**src/rtl/light_pkg.sv**
```systemverilog
// Shared phase/sub-state types, lamp encodings and phase-ring helpers
// for the intersection light sequencer.
package light_pkg;

  localparam int SECS_W = 8;

  localparam logic [2:0] LAMP_R = 3'b100;
  localparam logic [2:0] LAMP_Y = 3'b010;
  localparam logic [2:0] LAMP_G = 3'b001;

  typedef enum logic [2:0] {
    INIT,
    NS_GREEN,
    NS_YELLOW,
    RED1,
    EW_GREEN,
    EW_YELLOW,
    RED2,
    FAULT
  } phase_t;

  typedef enum logic {
    SUB_LOAD,
    SUB_RUN
  } sub_t;

  function automatic phase_t next_phase(input phase_t p);
    phase_t n;
    n = FAULT;
    case (p)
      INIT:      n = NS_GREEN;
      NS_GREEN:  n = NS_YELLOW;
      NS_YELLOW: n = RED1;
      RED1:      n = EW_GREEN;
      EW_GREEN:  n = EW_YELLOW;
      EW_YELLOW: n = RED2;
      RED2:      n = NS_GREEN;
      default:   n = FAULT;
    endcase
    return n;
  endfunction

  function automatic logic is_red(input phase_t p);
    return (p == RED1) || (p == RED2);
  endfunction

  // {ns_lamp, ew_lamp}; INIT and FAULT fall through to all-red.
  function automatic logic [5:0] lamps_of(input phase_t p);
    logic [5:0] l;
    l = {LAMP_R, LAMP_R};
    case (p)
      NS_GREEN:  l = {LAMP_G, LAMP_R};
      NS_YELLOW: l = {LAMP_Y, LAMP_R};
      EW_GREEN:  l = {LAMP_R, LAMP_G};
      EW_YELLOW: l = {LAMP_R, LAMP_Y};
      default:   l = {LAMP_R, LAMP_R};
    endcase
    return l;
  endfunction

endpackage

```
**src/rtl/reload_handshake.sv**
```systemverilog
// Timer reload handshake: holds load_n low with the reload value until the
// timer echoes it back, or flags a timeout after ARM_TIMEOUT cycles.
module reload_handshake
  import light_pkg::*;
#(
  parameter int ARM_TIMEOUT = 1023
) (
  input  logic              clk,
  input  logic              rst,
  input  logic              start,
  input  logic [SECS_W-1:0] start_secs,
  input  logic [SECS_W-1:0] secs_in,
  output logic              load_n,
  output logic [SECS_W-1:0] load_secs,
  output logic              done,
  output logic              timeout
);

  localparam int CNT_W = $clog2(ARM_TIMEOUT + 1);
  localparam logic [CNT_W-1:0] LAST = CNT_W'(ARM_TIMEOUT - 1);

  logic [CNT_W-1:0] cnt;
  logic             echo;

  assign echo    = (secs_in == load_secs);
  assign done    = !load_n && echo;
  // An echo on the final allowed cycle still counts as success.
  assign timeout = !load_n && !echo && (cnt == LAST);

  always_ff @(posedge clk) begin
    if (rst) begin
      load_n    <= 1'b1;
      load_secs <= '0;
      cnt       <= '0;
    end else if (start) begin
      load_n    <= 1'b0;
      load_secs <= start_secs;
      cnt       <= '0;
    end else if (done || timeout) begin
      load_n <= 1'b1;
      cnt    <= '0;
    end else if (!load_n) begin
      cnt <= cnt + CNT_W'(1);
    end
  end

endmodule

```
**src/rtl/light_sequencer.sv**
```systemverilog
// Two-road intersection phase controller driving a seconds-countdown timer.
// Optional pedestrian early-cut and walk output: define LIGHT_SEQ_PED_EN.
//
// state     | meaning
// INIT      | one cycle after reset, then NS_GREEN load
// NS_GREEN  | north-south green, east-west red
// NS_YELLOW | north-south yellow, east-west red
// RED1      | all-red clearance before east-west green
// EW_GREEN  | east-west green, north-south red
// EW_YELLOW | east-west yellow, north-south red
// RED2      | all-red clearance before north-south green
// FAULT     | timer never echoed a reload; all red until reset
// Ring phases split into SUB_LOAD (handshake) and SUB_RUN (counting down).
module light_sequencer
  import light_pkg::*;
#(
  parameter int NS_GREEN_S  = 30,
  parameter int EW_GREEN_S  = 20,
  parameter int YELLOW_S    = 3,
  parameter int ALLRED_S    = 1,
  parameter int MIN_GREEN_S = 5,
  parameter int ARM_TIMEOUT = 1023
) (
  input  logic              clk,
  input  logic              rst,
  input  logic [SECS_W-1:0] secs_in,
  input  logic              ped_req,
  output logic              load_n,
  output logic [SECS_W-1:0] load_secs,
  output logic [2:0]        ns_lamp,
  output logic [2:0]        ew_lamp,
  output logic              walk,
  output logic              fault
);

  if (NS_GREEN_S < 1 || NS_GREEN_S > 255 || EW_GREEN_S < 1 || EW_GREEN_S > 255 ||
      YELLOW_S < 1 || YELLOW_S > 255 || ALLRED_S < 1 || ALLRED_S > 255 ||
      MIN_GREEN_S < 0 || MIN_GREEN_S > 255 || ARM_TIMEOUT < 1) begin : g_bad_param
    $error("light_sequencer: durations must be 1..255 and ARM_TIMEOUT >= 1");
  end

  localparam logic [SECS_W-1:0] NS_G = SECS_W'(NS_GREEN_S);
  localparam logic [SECS_W-1:0] EW_G = SECS_W'(EW_GREEN_S);
  localparam logic [SECS_W-1:0] YEL  = SECS_W'(YELLOW_S);
  localparam logic [SECS_W-1:0] ARED = SECS_W'(ALLRED_S);

  phase_t            phase_q, phase_d;
  sub_t              sub_q, sub_d;
  logic [5:0]        lamps_q;
  logic              fault_q;
  logic              start;
  logic [SECS_W-1:0] start_secs;
  logic              hs_done, hs_timeout;
  logic              cut;

  reload_handshake #(.ARM_TIMEOUT(ARM_TIMEOUT)) u_reload (
    .clk        (clk),
    .rst        (rst),
    .start      (start),
    .start_secs (start_secs),
    .secs_in    (secs_in),
    .load_n     (load_n),
    .load_secs  (load_secs),
    .done       (hs_done),
    .timeout    (hs_timeout)
  );

  always_comb begin
    phase_d = phase_q;
    sub_d   = sub_q;
    start   = 1'b0;
    case (phase_q)
      INIT: begin
        phase_d = NS_GREEN;
        sub_d   = SUB_LOAD;
        start   = 1'b1;
      end
      FAULT: phase_d = FAULT;
      default: begin
        if (sub_q == SUB_LOAD) begin
          if (hs_done) sub_d = SUB_RUN;
          else if (hs_timeout) phase_d = FAULT;
        end else if (cut || secs_in == '0) begin
          phase_d = next_phase(phase_q);
          sub_d   = SUB_LOAD;
          start   = 1'b1;
        end
      end
    endcase
  end

  always_comb begin
    start_secs = '0;
    case (phase_d)
      NS_GREEN:             start_secs = NS_G;
      EW_GREEN:             start_secs = EW_G;
      NS_YELLOW, EW_YELLOW: start_secs = YEL;
      RED1, RED2:           start_secs = ARED;
      default:              start_secs = '0;
    endcase
  end

  always_ff @(posedge clk) begin
    if (rst) begin
      phase_q <= INIT;
      sub_q   <= SUB_LOAD;
      lamps_q <= {LAMP_R, LAMP_R};
      fault_q <= 1'b0;
    end else begin
      phase_q <= phase_d;
      sub_q   <= sub_d;
      lamps_q <= lamps_of(phase_d);
      fault_q <= (phase_d == FAULT);
    end
  end

  assign ns_lamp = lamps_q[5:3];
  assign ew_lamp = lamps_q[2:0];
  assign fault   = fault_q;

`ifdef LIGHT_SEQ_PED_EN
  localparam logic [SECS_W-1:0] MIN_G = SECS_W'(MIN_GREEN_S);

  logic ped_latch, ped_eff, walk_q;

  // A request arriving this cycle acts as if already latched.
  assign ped_eff = ped_latch | ped_req;
  assign cut     = ped_eff && (phase_q == NS_GREEN || phase_q == EW_GREEN) && (secs_in > MIN_G);

  always_ff @(posedge clk) begin
    if (rst) begin
      ped_latch <= 1'b0;
      walk_q    <= 1'b0;
    end else begin
      if (ped_req) ped_latch <= 1'b1;
      else if (is_red(phase_q) && phase_d != phase_q) ped_latch <= 1'b0;

      if (is_red(phase_d) && phase_d != phase_q) walk_q <= ped_eff;
      else if (!is_red(phase_d)) walk_q <= 1'b0;
    end
  end

  assign walk = walk_q;
`else
  logic unused_ped;
  assign unused_ped = ped_req;
  assign cut        = 1'b0;
  assign walk       = 1'b0;
`endif

endmodule

```
**config.mk**
```make
export PLATFORM = sky130hd
export DESIGN_NAME = light_sequencer
export DESIGN_NICKNAME = d
export VERILOG_FILES = /design/src/rtl/light_pkg.sv /design/src/rtl/reload_handshake.sv /design/src/rtl/light_sequencer.sv
export SDC_FILE = /design/constraint.sdc
export NUM_CORES = 1
export LEC_CHECK = 0
export BUFFER_PORTS_ARGS = -buffer_cell sky130_fd_sc_hd__buf_2
export CAP_MARGIN = 10
export CORE_UTILIZATION = 53
export DETAILED_ROUTE_END_ITERATION = 10
export GPL_ROUTABILITY_DRIVEN = 0
export GPL_TIMING_DRIVEN = 0
export PLACE_DENSITY = 0.78
export SLEW_MARGIN = 25
export SYNTH_ARGS = -nofsm -noshare
export SYNTH_HDL_FRONTEND = slang
export SYNTH_SLANG_ARGS = --single-unit
```
**constraint.sdc**
```tcl
create_clock -name clk -period 2.32 [get_ports clk]
set_clock_uncertainty 0.1 [all_clocks]
set_input_delay 0 -clock clk [delete_from_list [all_inputs] [get_ports clk]]
set_output_delay 0 -clock clk [all_outputs]
set_load 0.02 [all_outputs]
```
==> metrics.csv <==
stage,metric,value,unit
outcome,outcome,"finished, final reports clean",
placed_design,post-place-ws,0.2833,ns
drt,vias_per_cell,5.794,
floorplanning,die_w,52.78,µm
sta,fin_crit,2.090,ns
drt,met3WireLength,151,µm
sta,max_freq,0.4784,GHz
clock_tree,cts_tree,built,
sta,setup_viol,0,
drt,met2_length,1367,µm
worst_setup_path,end_kind,register,
clock_tree,cts_buffer_depth,2,
logic_synthesis,syn-cell-area,1366,µm²
placed_design,port_buffers,22,
finish,syn2layout_area_growth,16.21,%
sta,worstMarginPinSlew,0.6007,ns
grt,grt.overflow.total,0,
logic_synthesis,ys_ff_latch,26,
floorplanning,start_util,55.66,%
clock_tree,cts_root_buf,clkbuf_4,
drt,first_pass_iters,5,
clock_tree,clk_pin_slew,0.15,ns
clock_tree,cts_buffers,3,
placed_design,hpwl,2197,µm
logic_synthesis,synth.distinct_cells,47,
power,ir_drop,364.3,µV
power,p_leak,0.6125,nW
logic_synthesis,ys_seq_area_share,38.10,%
logic_synthesis,synthAdderAreaFrac,1.832,%
clock_tree,cts_setup_buffers,0,
worst_setup_path,arrival,2.23,ns
drt,vias,1321,
floorplanning,fp.dieArea,2785,µm²
drt,drtAntennaViolNets,0,
logic_synthesis,synth_edf_count,0,
finish,fin_util,64.68,%
worst_setup_path,cpMaxStageDelayCell,or4b_4,
drt,topRoutingLayerUsed,met4,
clock_tree,ctsHoldBuffers,1,
sta,setup_ws,0.2299,ns
hold_path,whs_path_depth,5,
worst_setup_path,critPathRequiredTime,2.46,ns
logic_synthesis,synth-compound-area-share,18.22,%
grt,grt_pass1_vias,1158,
sta,rsz0062_at_grt,no,
flow_run,drv_cap,0,
logic_synthesis,syn_area_per_cell,8.133,µm²
clock_tree,cts_max_level,1,
sta,tns,0,ns
drt,avgRoutedWirePerCell,12.70,µm
grt,antenna_found_initial,0,
drt,drc_errors,0,
power,power_density,545.5,nW/µm²
worst_setup_path,cp_cell_sequence,or4b_4 -> nor3_2 -> buf_2 -> nand2_1 -> o31a_1,
grt,grt_start_max_net_pins,16,
worst_setup_path,r2r-end,u_reload.load_secs[1],
logic_synthesis,yosysTopAreaCell,dfxtp_1,
floorplanning,fp-row-count,18,
finish,finish.net_count,212,
clock_tree,clkSinkCount,26,
drt,first_iter_violations,32,
hold_path,min_to,lamps_q[1],
worst_setup_path,start_kind,register,
logic_synthesis,ys_warn_count,0,
finish,fin_cells,228,
floorplanning,die_h,52.78,µm
floorplanning,io_pins,28,
logic_synthesis,synth_top_family_by_area,simple AND/OR/NAND/NOR gates,
logic_synthesis,synth_cells,168,
worst_setup_path,worst-r2r-cell-count,5,
logic_synthesis,ys_top_cells_by_area,"dfxtp_1 38%, nor2_1 5.5%, a21oi_1 5.1%",
worst_setup_path,crit_type,reg -> reg,
logic_synthesis,ys_top_cells_by_count,"26 x dfxtp_1, 20 x nor2_1, 15 x nand2_1",
sta,period_share,90.09,%
grt,grt_pass1_wl,4885,µm
worst_setup_path,reg2reg_slack,0.23,ns
logic_synthesis,synth-simple-area-share,26.65,%
finish,drive_gt1_share,20.20,%
logic_synthesis,synthArstFlopShare,0,%
sta,relSlewSlack,59.92,%
floorplanning,coreArea,2455,µm²
clock_tree,worstSkewPairLatency,0.33,ns
finish,diodes,0,
sta,hold_violations,0,
hold_path,hold_path.class,in -> reg,
logic_synthesis,yosys.area.top_type_share,38.10,%
logic_synthesis,synth.area.mux_share,0.7326,%
logic_synthesis,synth.most_common_cell,dfxtp_1,
finish,nFillCells,226,
drt,wirelength,2896,µm
grt,grt_usage,23.57,%
worst_setup_path,r2r-start,sub_q,
sta,maxSlewViolCount,0,
worst_setup_path,worstPathMaxFanout,10,
drt,wirelength_met1,1336,µm
hold_path,min_from,secs_in[1],
clock_tree,post_cts_resize_count,0,
worst_setup_path,max_stage_delay,0.48,ns
logic_synthesis,synth-main-ff-cell,dfxtp_1,
placed_design,dp.cells,223,
logic_synthesis,synth-xor-area-share,7.692,%
==> report_power, final <==
group	internal (mW)	total [mW]	switching (mW)
clock network	0.175	0.314	0.139
logic	0.0370	0.0902	0.0532
registers	0.455	0.462	0.00640
==> layout make-up <==
cell class	instances	area [µm²]	share of cell area (%)
clock buffer	3	22.52	1.418
sequential	26	520.5	32.78
timing repair buffer	23	120.1	7.565
buffer	14	73.82	4.649
tap	30	37.54	2.364
inverter	4	15.01	0.9456
clock inverter	1	30.03	1.891
multi-input combinational	127	768.2	48.38
==> worst max-delay path by stage <==
stage / start / slack (ns) / depth (start not counted) / to
2_1_floorplan: sub_q / 0.43 / 4 / lamps_q[2]
3_3_place_gp: sub_q / 0.30 / 5 / u_reload.load_secs[1]
3_5_place_dp: sub_q / 0.28 / 5 / u_reload.load_secs[1]
4_1_cts: sub_q / 0.25 / 5 / u_reload.load_secs[1]
5_1_grt: sub_q / 0.14 / 5 / u_reload.cnt[4]
6_report: sub_q / 0.23 / 5 / u_reload.load_secs[1]
==> placed cells by master, fill, tap and decap left out, drive strengths merged, types with 2 or more instances in the layout <==
cell type,n
a21o,2
a21oi,14
nor3b,2
a22oi,2
nor3,4
conb,4
nor2b,3
inv,4
o211ai,2
or3,4
nand2,15
and2,2
nand2b,3
clkbuf,10
o21ai,5
nor2,20
ha,2
nand4,3
nand3,7
a31o,2
dfxtp,26
xor2,6
buf,29
xnor2,6
==> metal layers <==
layer / GRT usage [%] / up-vias
li1: - / 644
met1: 30.18 / 616
met2: 39.03 / 56
met3: 2.899 / 5
met4: 10.53 / 0
met5: 0 / -
==> critical path: cells and delay by family (launching register included) <==
kind | cells | cell delay (ns)
AND/OR/NAND/NOR | 3 | 0.96
flip-flops | 1 | 0.38
buffers and inverters | 1 | 0.30
AO/OA/AOI/OAI | 1 | 0.26
==> flip-flops by register name (all words and copies together), names as in the netlist <==
name and count:
sub_q 1, lamps_q 6, u_reload.cnt 10, fault 1, u_reload.load_secs 4, phase_q 3, u_reload.load_n 1
==> per-stage QoR <==
| stage | area, µm² | power (mW) | hold slack, ns |
|---|---|---|---|
| floorplan | 1378 | 0.5325 | 0.05492 |
| global placement | 1525 | 0.5566 | 0.2000 |
| detailed placement | 1525 | 0.5594 | 0.2104 |
| CTS | 1588 | 0.8718 | 0.07150 |
| global route | 1588 | 0.8997 | 0.1079 |
| finish | 1588 | 0.8662 | 0.08205 |
==> kinds of logic after synthesis <==
logic type | after synthesis
AOI/OAI and AO/OA | 38
other | 1
xor gates and xnor gates | 12
and+or+nand+nor | 70
adders and majority gates | 2
muxes | 1
DFF | 26
buffers and inverters | 18
No activity file was read; power rests on OpenSTA's default activity.
